## src/rtl/mem_access_pkg.sv

```systemverilog
// Shared types and funct3 encodings for the memory-stage access controller.
package mem_access_pkg;

    typedef enum logic [1:0] {
        IDLE,
        REQ,
        WAIT,
        DONE
    } mem_state_t;

    localparam logic [2:0] F3_LB  = 3'b000;
    localparam logic [2:0] F3_LH  = 3'b001;
    localparam logic [2:0] F3_LW  = 3'b010;
    localparam logic [2:0] F3_LBU = 3'b100;
    localparam logic [2:0] F3_LHU = 3'b101;
    localparam logic [2:0] F3_SB  = 3'b000;
    localparam logic [2:0] F3_SH  = 3'b001;
    localparam logic [2:0] F3_SW  = 3'b010;

endpackage

```

## src/rtl/mem_access_unit_load_formatter.sv

```systemverilog
// Combinational load formatter: selects the byte/halfword lane and extends it.
module load_formatter
    import mem_access_pkg::*;
(
    input  logic [31:0] rdata,
    input  logic [2:0]  funct3,
    input  logic [1:0]  offset,
    output logic [31:0] data
);

    logic [7:0]  b_sel;
    logic [15:0] h_sel;

    always_comb begin
        case (offset)
            2'd0:    b_sel = rdata[7:0];
            2'd1:    b_sel = rdata[15:8];
            2'd2:    b_sel = rdata[23:16];
            default: b_sel = rdata[31:24];
        endcase
        h_sel = offset[1] ? rdata[31:16] : rdata[15:0];
    end

    always_comb begin
        case (funct3)
            F3_LB:   data = {{24{b_sel[7]}}, b_sel};
            F3_LH:   data = {{16{h_sel[15]}}, h_sel};
            F3_LW:   data = rdata;
            F3_LBU:  data = {24'd0, b_sel};
            F3_LHU:  data = {16'd0, h_sel};
            default: data = '0;
        endcase
    end

endmodule

```

## src/rtl/mem_access_unit.sv

```systemverilog
// Memory-stage access controller driving a valid/grant data-memory port.
// Optional misaligned-access trap enabled by defining MEM_MISALIGN_TRAP_EN.
module mem_access_unit
    import mem_access_pkg::*;
#(
    parameter int unsigned ADDR_W = 32,
    parameter int unsigned DATA_W = 32
) (
    input  logic              clk,
    input  logic              rst,
    input  logic              invalid_in,
    input  logic              memtoreg_in,
    input  logic [3:0]        memwrite_in,
    input  logic [ADDR_W-1:0] ALUout_in,
    input  logic [DATA_W-1:0] rdata2_in,
    input  logic [31:0]       inst_data_in,
    output logic              stall_out,
    output logic [DATA_W-1:0] load_data_out,
    output logic              load_valid_out,
    output logic              dmem_req_out,
    output logic [3:0]        dmem_we_out,
    output logic [ADDR_W-1:0] dmem_addr_out,
    output logic [DATA_W-1:0] dmem_wdata_out,
    input  logic              dmem_gnt_in,
    input  logic              dmem_rvalid_in,
    input  logic [DATA_W-1:0] dmem_rdata_in
`ifdef MEM_MISALIGN_TRAP_EN
    ,
    output logic              misaligned_out
`endif
);

    mem_state_t        state_q, state_d;
    logic [ADDR_W-1:0] addr_q, addr_d;
    logic [3:0]        we_q, we_d;
    logic [DATA_W-1:0] wdata_q, wdata_d;
    logic [2:0]        f3_q, f3_d;
    logic [1:0]        off_q, off_d;
    logic              load_q, load_d;
    logic [DATA_W-1:0] ldata_q, ldata_d;
    logic              mis_q, mis_d;

    logic [2:0]        f3_in;
    logic              is_store;
    logic              pending;
    logic              trap;
    logic [DATA_W-1:0] store_data;
    logic [DATA_W-1:0] fmt_data;
    logic              unused_inst;

    assign f3_in       = inst_data_in[14:12];
    assign unused_inst = ^{inst_data_in[31:15], inst_data_in[11:0]};
    assign is_store    = |memwrite_in;
    assign pending     = !invalid_in && (memtoreg_in || is_store);

    always_comb begin
        case (f3_in)
            F3_SB:   store_data = {4{rdata2_in[7:0]}};
            F3_SH:   store_data = {2{rdata2_in[15:0]}};
            default: store_data = rdata2_in;
        endcase
    end

`ifdef MEM_MISALIGN_TRAP_EN
    always_comb begin
        if (is_store) begin
            trap = ((f3_in == F3_SH) && ALUout_in[0]) ||
                   ((f3_in == F3_SW) && (ALUout_in[1:0] != 2'b00));
        end else begin
            trap = (((f3_in == F3_LH) || (f3_in == F3_LHU)) && ALUout_in[0]) ||
                   ((f3_in == F3_LW) && (ALUout_in[1:0] != 2'b00));
        end
    end
    assign misaligned_out = (state_q == DONE) && mis_q;
`else
    assign trap = 1'b0;
`endif

    load_formatter u_fmt (
        .rdata  (dmem_rdata_in),
        .funct3 (f3_q),
        .offset (off_q),
        .data   (fmt_data)
    );

    always_comb begin
        state_d        = state_q;
        addr_d         = addr_q;
        we_d           = we_q;
        wdata_d        = wdata_q;
        f3_d           = f3_q;
        off_d          = off_q;
        load_d         = load_q;
        ldata_d        = ldata_q;
        mis_d          = mis_q;
        stall_out      = 1'b0;
        dmem_req_out   = 1'b0;
        load_valid_out = 1'b0;
        case (state_q)
            IDLE: begin
                if (pending) begin
                    stall_out = 1'b1;
                    addr_d    = {ALUout_in[ADDR_W-1:2], 2'b00};
                    we_d      = memwrite_in;
                    wdata_d   = store_data;
                    f3_d      = f3_in;
                    off_d     = ALUout_in[1:0];
                    load_d    = !is_store;
                    mis_d     = trap;
                    state_d   = trap ? DONE : REQ;
                end
            end
            REQ: begin
                stall_out    = 1'b1;
                dmem_req_out = 1'b1;
                if (dmem_gnt_in) begin
                    state_d = load_q ? WAIT : DONE;
                end
            end
            WAIT: begin
                stall_out = 1'b1;
                if (dmem_rvalid_in) begin
                    ldata_d = fmt_data;
                    state_d = DONE;
                end
            end
            DONE: begin
                // Pipeline advances this cycle; IDLE then sees the next EX/MEM contents.
                load_valid_out = load_q && !mis_q;
                state_d        = IDLE;
            end
            default: state_d = IDLE;
        endcase
    end

    always_ff @(posedge clk) begin
        if (rst) begin
            state_q <= IDLE;
            addr_q  <= '0;
            we_q    <= '0;
            wdata_q <= '0;
            f3_q    <= '0;
            off_q   <= '0;
            load_q  <= 1'b0;
            ldata_q <= '0;
            mis_q   <= 1'b0;
        end else begin
            state_q <= state_d;
            addr_q  <= addr_d;
            we_q    <= we_d;
            wdata_q <= wdata_d;
            f3_q    <= f3_d;
            off_q   <= off_d;
            load_q  <= load_d;
            ldata_q <= ldata_d;
            mis_q   <= mis_d;
        end
    end

    assign load_data_out  = ldata_q;
    assign dmem_we_out    = we_q;
    assign dmem_addr_out  = addr_q;
    assign dmem_wdata_out = wdata_q;

endmodule
```

## config.mk

```make
export PLATFORM = sky130hd
export DESIGN_NAME = mem_access_unit
export DESIGN_NICKNAME = d
export VERILOG_FILES = /design/src/rtl/mem_access_pkg.sv /design/src/rtl/mem_access_unit_load_formatter.sv /design/src/rtl/mem_access_unit.sv
export SDC_FILE = /design/constraint.sdc
export NUM_CORES = 1
export LEC_CHECK = 0
export CELL_PAD_IN_SITES_DETAIL_PLACEMENT = 1
export CELL_PAD_IN_SITES_GLOBAL_PLACEMENT = 1
export CORE_MARGIN = 4
export CORE_UTILIZATION = 27
export DETAILED_ROUTE_END_ITERATION = 10
export PLACE_DENSITY_LB_ADDON = 0.08
export SKIP_LAST_GASP = 1
export SLEW_MARGIN = 20
export SYNTH_ARGS = -nofsm -noshare
export SYNTH_HDL_FRONTEND = slang
export SYNTH_HIERARCHICAL = 1
export SYNTH_SLANG_ARGS = --single-unit
```

## constraint.sdc

```tcl
create_clock -name clk -period 1.6 [get_ports clk]
set_input_delay 0.24 -clock clk [delete_from_list [all_inputs] [get_ports clk]]
set_output_delay 0.24 -clock clk [all_outputs]
set_load 0.05 [all_outputs]
```

# After elaboration in Yosys (flattened, before gate mapping)
# Index checks and enable logic that the tools add are counted.
[totals] ff_bits=106 inputBits=138 out_inout_bits=103 word_cells=47
[classes] eq_ne=13 muxes=13 n_reduce_logical=13
[ops] op="case mux 32 bit (5 select lines)" n=1
[ops] op="case mux 32 bit (2 select lines)" n=1
[ops] op="case mux 8 bit (3 select lines)" n=1
[ops] op="two-way mux 16 bit" n=1
[ops] op="case mux 2 bit (4 select lines)" n=1
[ops] op="== test 2 bit, second input constant" n=3
[ops] op="== test 3 x 1 -> 1 bit, second input constant" n=2
[ops] op="== test 3 bit, second input constant" n=2
[ops] op="logical NOT 3 bit" n=2
[ops] op="two-way mux 2 bit" n=3
[ops] op="!= test 2 bit, second input constant" n=3
[ops] op="== test 2 x 1 -> 1 bit, second input constant" n=2
[ops] op="logical NOT 2 bit" n=2
[ops] op="two-way mux 1 bit" n=4
[ops] op="AND reduction 2 bit" n=2
[ops] op="OR reduction 4 bit" n=1
[ops] op="== test 3 x 2 -> 1 bit, second input constant" n=1
[ops] op="AND reduction 3 bit" n=1
[ops] op="logical NOT 1 bit" n=2
[ops] op="case mux 1 bit (2 select lines)" n=1
[ops] op="OR reduction 2 bit" n=1
[ops] op="logical AND 1 bit" n=1
[ops] op="logical OR 1 bit" n=1

# Longest topological paths before layout
[logic_depth] depth_word=5 mapped_depth=9 depth_no_buf=6

# Hierarchy
# The synthesis kept the hierarchy.
[modules_own_cells] mod="mem_access_unit" instances=1 cells_per_inst=516 area_each_um2=4267.8 seq_area_each_um2=2122.0
[modules_own_cells] mod="load_formatter" instances=1 cells_per_inst=133 area_each_um2=1044.8 seq_area_each_um2=0.0

# Worst setup path before layout
# Ideal clock, no wire load.
[synth_path] path_kind="flip-flop to output port" from="register state_q[0]" to="output port stall_out" t_arrival_ps=2046 required_ps=1360 path_slack_ps=-686 stages_incl_launch_ff=10 n_path_buf=3 path_cell_list="dfxtp_1 inv_1 ha_1 nor2b_1 buf_2 o21a_1 buf_6 buf_6 nor2_1 nor2_1"
[synth_via] elab_chain_cells=3 word_cells_on_any_way=5 cone_classes="eq/ne: 2; mux: 1; reduce/logical: 2"
[synth_lines] element="start, declared" line="mem_access_unit.sv:33" source="mem_state_t state_q, state_d;"
[synth_lines] element="start signal, assigned" line="mem_access_unit.sv:148" source="state_q <= state_d;"
[synth_lines] element="== test 2 bit or == test 2 x 1 -> 1 bit (tied branches)" line="mem_access_unit.sv:99" source="case (state_q)"
[synth_lines] element="OR reduction 2 bit (no source line)"
[synth_lines] element="case mux 1 bit (2 select lines) (*)" line="mem_access_unit.sv:99"
[synth_lines] element="end, declared" line="mem_access_unit.sv:17" source="output logic stall_out,"
# Mark *: on every way between the ends. The rest lies on a longest branch, timed or not.

# Worst setup path after layout
[layout_path] from="input port memwrite_in[0]" to="output port stall_out"
[layout_via] elab_chain_cells=5
[layout_lines] element="start, declared" line="mem_access_unit.sv:13" source="input logic [3:0] memwrite_in,"
[layout_lines] element="OR reduction 4 bit" line="mem_access_unit.sv:53" source="assign is_store = |memwrite_in;"
[layout_lines] element="logical OR 1 bit" line="mem_access_unit.sv:54" source="assign pending = !invalid_in && (memtoreg_in || is_store);"
[layout_lines] element="logical AND 1 bit" line="mem_access_unit.sv:54"
[layout_lines] element="two-way mux 1 bit" line="mem_access_unit.sv:101" source="if (pending) begin"
[layout_lines] element="case mux 1 bit (2 select lines)" line="mem_access_unit.sv:99"
# Every way passes these cells.

==> key figures <==
Clock network
  – Htree depth: 3
  – Clk sink count: 106
  – CTS buffer count: 9
  – Clock transition at the registers of the reported paths: 80 ps
  – Clock buffer depth: 2
  – Worst skew pair latency: 350 ps
  – Clock root cell: clkbuf_16
  – CTS tree: yes

Finish
  – Fraction of layout cells with a size suffix above 1: 33.6%
  – Commonest non-fill, non-tap cell in the layout: nand2_1
  – Non-filler cells, final: 1,167
  – Most frequent cells in the layout: 185 x nand2_1, 162 x buf_4, 103 x clkdlybuf4s50_1
  – Storage cell area: 2130 um^2
  – # fillers: 2,281
  – Antenna cells: 0
  – Multi-input logic area: 3110 um^2
  – Area grow syn2layout: 63.5%
  – Nets: 1,041

Global routing
  – Antenna violations before repair: 0
  – Global-route wire length before repair: 31.4 mm
  – GRT Total Usage: 17.8%
  – Global route overflow: 0
  – Largest net degree at the start of global routing: 46
  – Vias in the first global route: 5,895

Floorplan
  – Die W: 148 um
  – Cell Rows: 51
  – Core area: 19,400 um^2
  – Chip Height: 148 um
  – # IOs: 241
  – Die ar.: 22,000 um^2
  – Initial Util: 27.4%

Synthesis
  – Mapped Cells: 649
  – Post-Syn Area per Cell: 8.19 um^2
  – Seq cells post-synth: 106
  – Ys async rst share: 0%
  – Cell taking the most area after synthesis: dfxtp_1
  – EDFF count, synth: 0
  – Synthesized cell area: 5310 um^2
  – Synth Warn #: 6
  – Top post-synthesis cells by area: dfxtp_1 40%, nand2_1 13%, a21oi_1 10%
  – Seq/Total Area, Yosys: 39.9%
  – Yosys top cell area share: 39.9%
  – Cell variety after synth: 43
  – Top_reg_cell synth: dfxtp_1

Timing
  – Min Tclk post-route: 1710 ps
  – Final setup viols: 27
  – Max_slew headroom: 66.2%
  – Clock Skew: 10.3 ps
  – Slew of the pin with the lowest slew margin: 505 ps
  – Max Slew Vio Count: 0
  – Final hold vios: 0
  – Hold Slack: 141 ps
  – Final worst setup slack: -109 ps
  – Max Fclk: 585 MHz
  – Setup TNS: -726 ps
  – Period Utilization, post-route: 107%
  – RSZ-0062 raised after global routing: true

Setup path
  – Reg-to-reg critical path startpoint: off_q[0]$_SDFFE_PP0P_
  – WP data required: 1360 ps
  – Type of origin of the critical path: input port
  – Arr. time, crit path: 1470 ps
  – CP max-delay cell: or4_4
  – Nature of the critical path endpoint: output pin
  – CP Max Fanout: 2
  – Slowest Stage Delay on Critical Path: 430 ps
  – CP Class: in2out
  – Worst path cell trace: dlygate4sd2_1 > or4_4 > o21a_4 > nor2_4 > nor2_4 > buf_12
  – Most common cell on crit path: nor2_4
  – Critical Path Start: memwrite_in[0]

Placement
  – IO Port Bufs: 209
  – Placed cell count: 1,133
  – Routability cong.: 0.855
  – Hpwl dp: 15.2 mm

Detailed routing
  – DRT Pass-1 Iters: 4
  – WL final: 21.1 mm
  – DRC errors left: 0
  – Iter 0 DRT Violations: 249
  – Vias: 5,640
  – Final ANT Viol Nets: 0
  – Routed vias/inst: 4.83
  – WL/cell: 18.1 um

Run
  – Max-cap violation count: 0

Hold path
  – Hold path start: memwrite_in[2]
  – Worst hold-check path type: in2reg

Status
  – Status: finished with violations
  – Failing checks: setup timing

Pwr
  – Power per standard cell area: 1480 nW/um^2
  – P_leak: 0.00343 uW
  – Max VDD drop: 624 uV
[worst paths after layout]
path,slack (ps),cells past startpoint,end
worst min register to register,460,2,load_data_out[14]$_SDFFE_PP0P_
worst max-delay path,-110,6,stall_out
worst min-delay path,140,3,dmem_we_out[2]$_SDFFE_PP0P_
worst max register to register,-70,8,load_data_out[21]$_SDFFE_PP0P_
[metrics by stage]
stage	util (%)	setup WS [ps]	total power [uW]	area, um^2
after floorplan	-	-198	7580	5350
after global placement	40.5	-448	9600	7860
after detailed placement	40.5	-487	9730	7860
after CTS	43.0	-115	12500	8340
after global routing	44.8	-166	13600	8690
final	44.8	-109	12900	8690
[area by class of cell]
class / instances / share of cell area [%]
sequential: 106 / 24.5
inverter: 5 / 0.245
clock inverter: 7 / 0.994
timing repair buffer: 295 / 32.1
multi-input combinational: 480 / 35.8
clock buffer: 9 / 2.59
tap: 265 / 3.82
[metal layers]
metal | up-vias | GRT usage (%) | wire [um]
met3 | 21 | 5.76 | 1420
met2 | 151 | 30.9 | 10700
li1 | 2747 | - | -
met4 | 0 | 5.13 | 397
met5 | - | 0 | 0
met1 | 2721 | 21.2 | 8630
[power breakdown]
| group | total [uW] | leakage, uW | internal (uW) | switching, uW |
|---|---|---|---|---|
| sequential | 3400 | 0.000869 | 3120 | 277 |
| combinational | 7100 | 0.00241 | 2930 | 4170 |
| clock | 2370 | 0.000144 | 1250 | 1120 |
[kinds of logic (layout without fill, tap and decap cells)]
logic type               count (synthesis)  count (layout)  share of synthesized area [%]
other                                    1               2                         0.0706
multiplexers                            39              39                           8.95
adder cells (fa/ha/maj)                  6               6                           1.41
buffers and inverters                   64             316                           6.59
AND/OR/NAND/NOR                        235             235                           17.9
flip-flops                             106             106                           39.9
AO/OA/AOI/OAI                          198             198                           25.2
[critical path: cells and delay by family]
kind,cells,cell delay [ps]
buffers and inverters,2,390
AO/OA/AOI/OAI,1,250
AND/OR/NAND/NOR,3,590
[cells in the mapped netlist, types with 2 or more instances]
master	n
mux4_2	4
o31ai_1	3
mux2_2	11
buf_2	13
o221ai_1	2
buf_6	9
inv_1	5
mux2i_1	22
nor2b_1	8
a211oi_2	8
a22oi_1	19
a221o_1	5
dfxtp_1	106
buf_4	7
o211ai_1	8
clkbuf_1	25
nor2_1	29
a211oi_1	17
and2_1	2
nand2_1	186
nor3b_1	2
o21ai_0	12
or3_1	2
a311oi_2	8
and2b_2	2
buf_1	5
ha_1	6
a21oi_1	108
[flip-flops by register name, summed over array words and instances, names as in the netlist]
signal,cells
state_q,2
load_data_out,32
off_q,2
dmem_wdata_out,32
dmem_addr_out,30
dmem_we_out,4
f3_q,3
load_q,1
[timing repair]
action,4_1_cts,5_1_grt
hold endpoints to repair,0,0
pin swaps,10,26
setup endpoints to repair,93,61
cloned,2,4
gates resized for setup,27,56
setup buffers,8,8
hold buffers,0,0
No activity file was read; power rests on OpenSTA's default activity.
==> patch: new RTL, same settings <==
The 4 states of `mem_state_t` get a one-hot encoding in 4 bits.
--- a/src/rtl/mem_access_pkg.sv
+++ b/src/rtl/mem_access_pkg.sv
@@ -1,11 +1,11 @@
 // Shared types and funct3 encodings for the memory-stage access controller.
 package mem_access_pkg;
 
-    typedef enum logic [1:0] {
-        IDLE,
-        REQ,
-        WAIT,
-        DONE
+    typedef enum logic [3:0] {
+        IDLE = 4'b0001,
+        REQ  = 4'b0010,
+        WAIT = 4'b0100,
+        DONE = 4'b1000
     } mem_state_t;
 
     localparam logic [2:0] F3_LB  = 3'b000;
Check against the original RTL: no difference found for any inputs over 4 cycles, from zero or initial values and one cycle with rst high; so few cycles prove little.
==> patch against the original RTL <==
  * Maximum frequency down 3.8%
  * Setup slack worse by 67 ps
  * Cell area down 3.3%
  * Area after synthesis down 0.73%
  * The run still ends with setup timing left
  * Non-clock buffer count down 3
  * Critical path type is now flip-flop to output port
  * Routed wire length down 0.27%
  * Die area down 0.69%
  * Sequential cell count up 2
  * Critical endpoint unchanged
Power is not compared: it rests on default switching activity, and its combinational part moved more than twofold at a synthesized area within 25%.
==> patch: results <==
[placement]
globalplace.congestion = 0.837
pre_cts_ws_ps = -608
dpl_cell_area_um2 = 7840
dpl.hpwl_mm = 15.7

[global_route]
grt_pass1_wl_mm = 32.2
use_met2_pct = 32.3
grt_max_degree = 34
grt_antenna_before_repair = 1
met1_usage_pct = 21.3
grt_pass1_vias = 6004
grtUsageMet3_pct = 5.67
grt.total_usage_pct = 18.2

[setup_path]
critical-path-top-delay-family = flip-flops
ff2ff_path_depth = 5
critPathMaxFanout = 7
ff2ff_setup_slack_ps = -20
worst_r2r_startpoint = off_q[0]
critPathMaxStageDelay_ps = 340
reg2reg_to = load_data_out[4]
cp.arrival_ps = 1540
crit_path_top_delay_cell = dfxtp_2
crit_path_start = state_q[1]
critical_path.startpoint_type = flip-flop

[hold_path]
whs_path_depth = 3

[floorplan]
floorplan.initialDensity_pct = 27.8

[logic_synthesis]
muxShareOfSynthArea_pct = 9.02
synth_top_cells_by_area = dfxtp_1 (41%), nand2_1 (13%), a21oi_1 (10%)
ys_types = 45
synth_compound_area_share_pct = 23.7
synth_top_cell_area_share_pct = 41.0
synth_common_cells = nand2_1 (188), dfxtp_1 (108), a21oi_1 (105), nor2_1 (31), clkbuf_1 (27)
synth_warnings = 6
ys_seq_area_share_pct = 41.0
synth_fa_ha_area_share_pct = 0

[detailed_routing]
wl_met1_mm = 8.69
wl_met3_mm = 1.46
drt-total-wl_mm = 21.1
drt-vias-per-instance = 4.92
met2_length_mm = 10.5
drtIter0Drc = 251

[timing]
tns_ps = -962
layout_setup_ws_ps = -176
holdWs_ps = 123
finClkSkew_ps = 5.67
setup_viol = 35

[final_layout]
nFillCells = 2251
final_cells = 1161
fin_nets = 1034
drive_above_1_share_pct = 28.0

[run_status]
outcome = complete, but fails checks
violations = setup timing

[clock_network]
htree_num_levels = 3
clk_pin_slew_ps = 80
-- patch: timing repair --
action                                  in CTS  in global routing
gates resized for setup                     23                 30
endpoints found under the setup margin     105                 37
hold buffers                                 0                  0
gates cloned                                 0                  5
setup buffers                                2                  5
pin swaps                                    7                  9
-- patch: cell type report --
| type | count | area, um^2 | area share [%] |
|---|---|---|---|
| sequential | 108 | 2170 | 25.8 |
| inverter | 3 | 11.3 | 0.134 |
| timing repair buffer | 292 | 2760 | 32.8 |
| clock buffer | 11 | 243 | 2.89 |
| tap | 260 | 325 | 3.87 |
| multi-input combinational | 482 | 2860 | 34.0 |
| clock inverter | 5 | 35.0 | 0.417 |
-- patch: how the worst max path moves through the flow --
stage | to | cells after the start | slack, ps
after floorplan | stall_out | 4 | -160
after global placement | stall_out | 6 | -540
after detailed placement | stall_out | 6 | -610
after CTS | stall_out | 6 | -210
after global routing | stall_out | 5 | -240
final | stall_out | 6 | -180
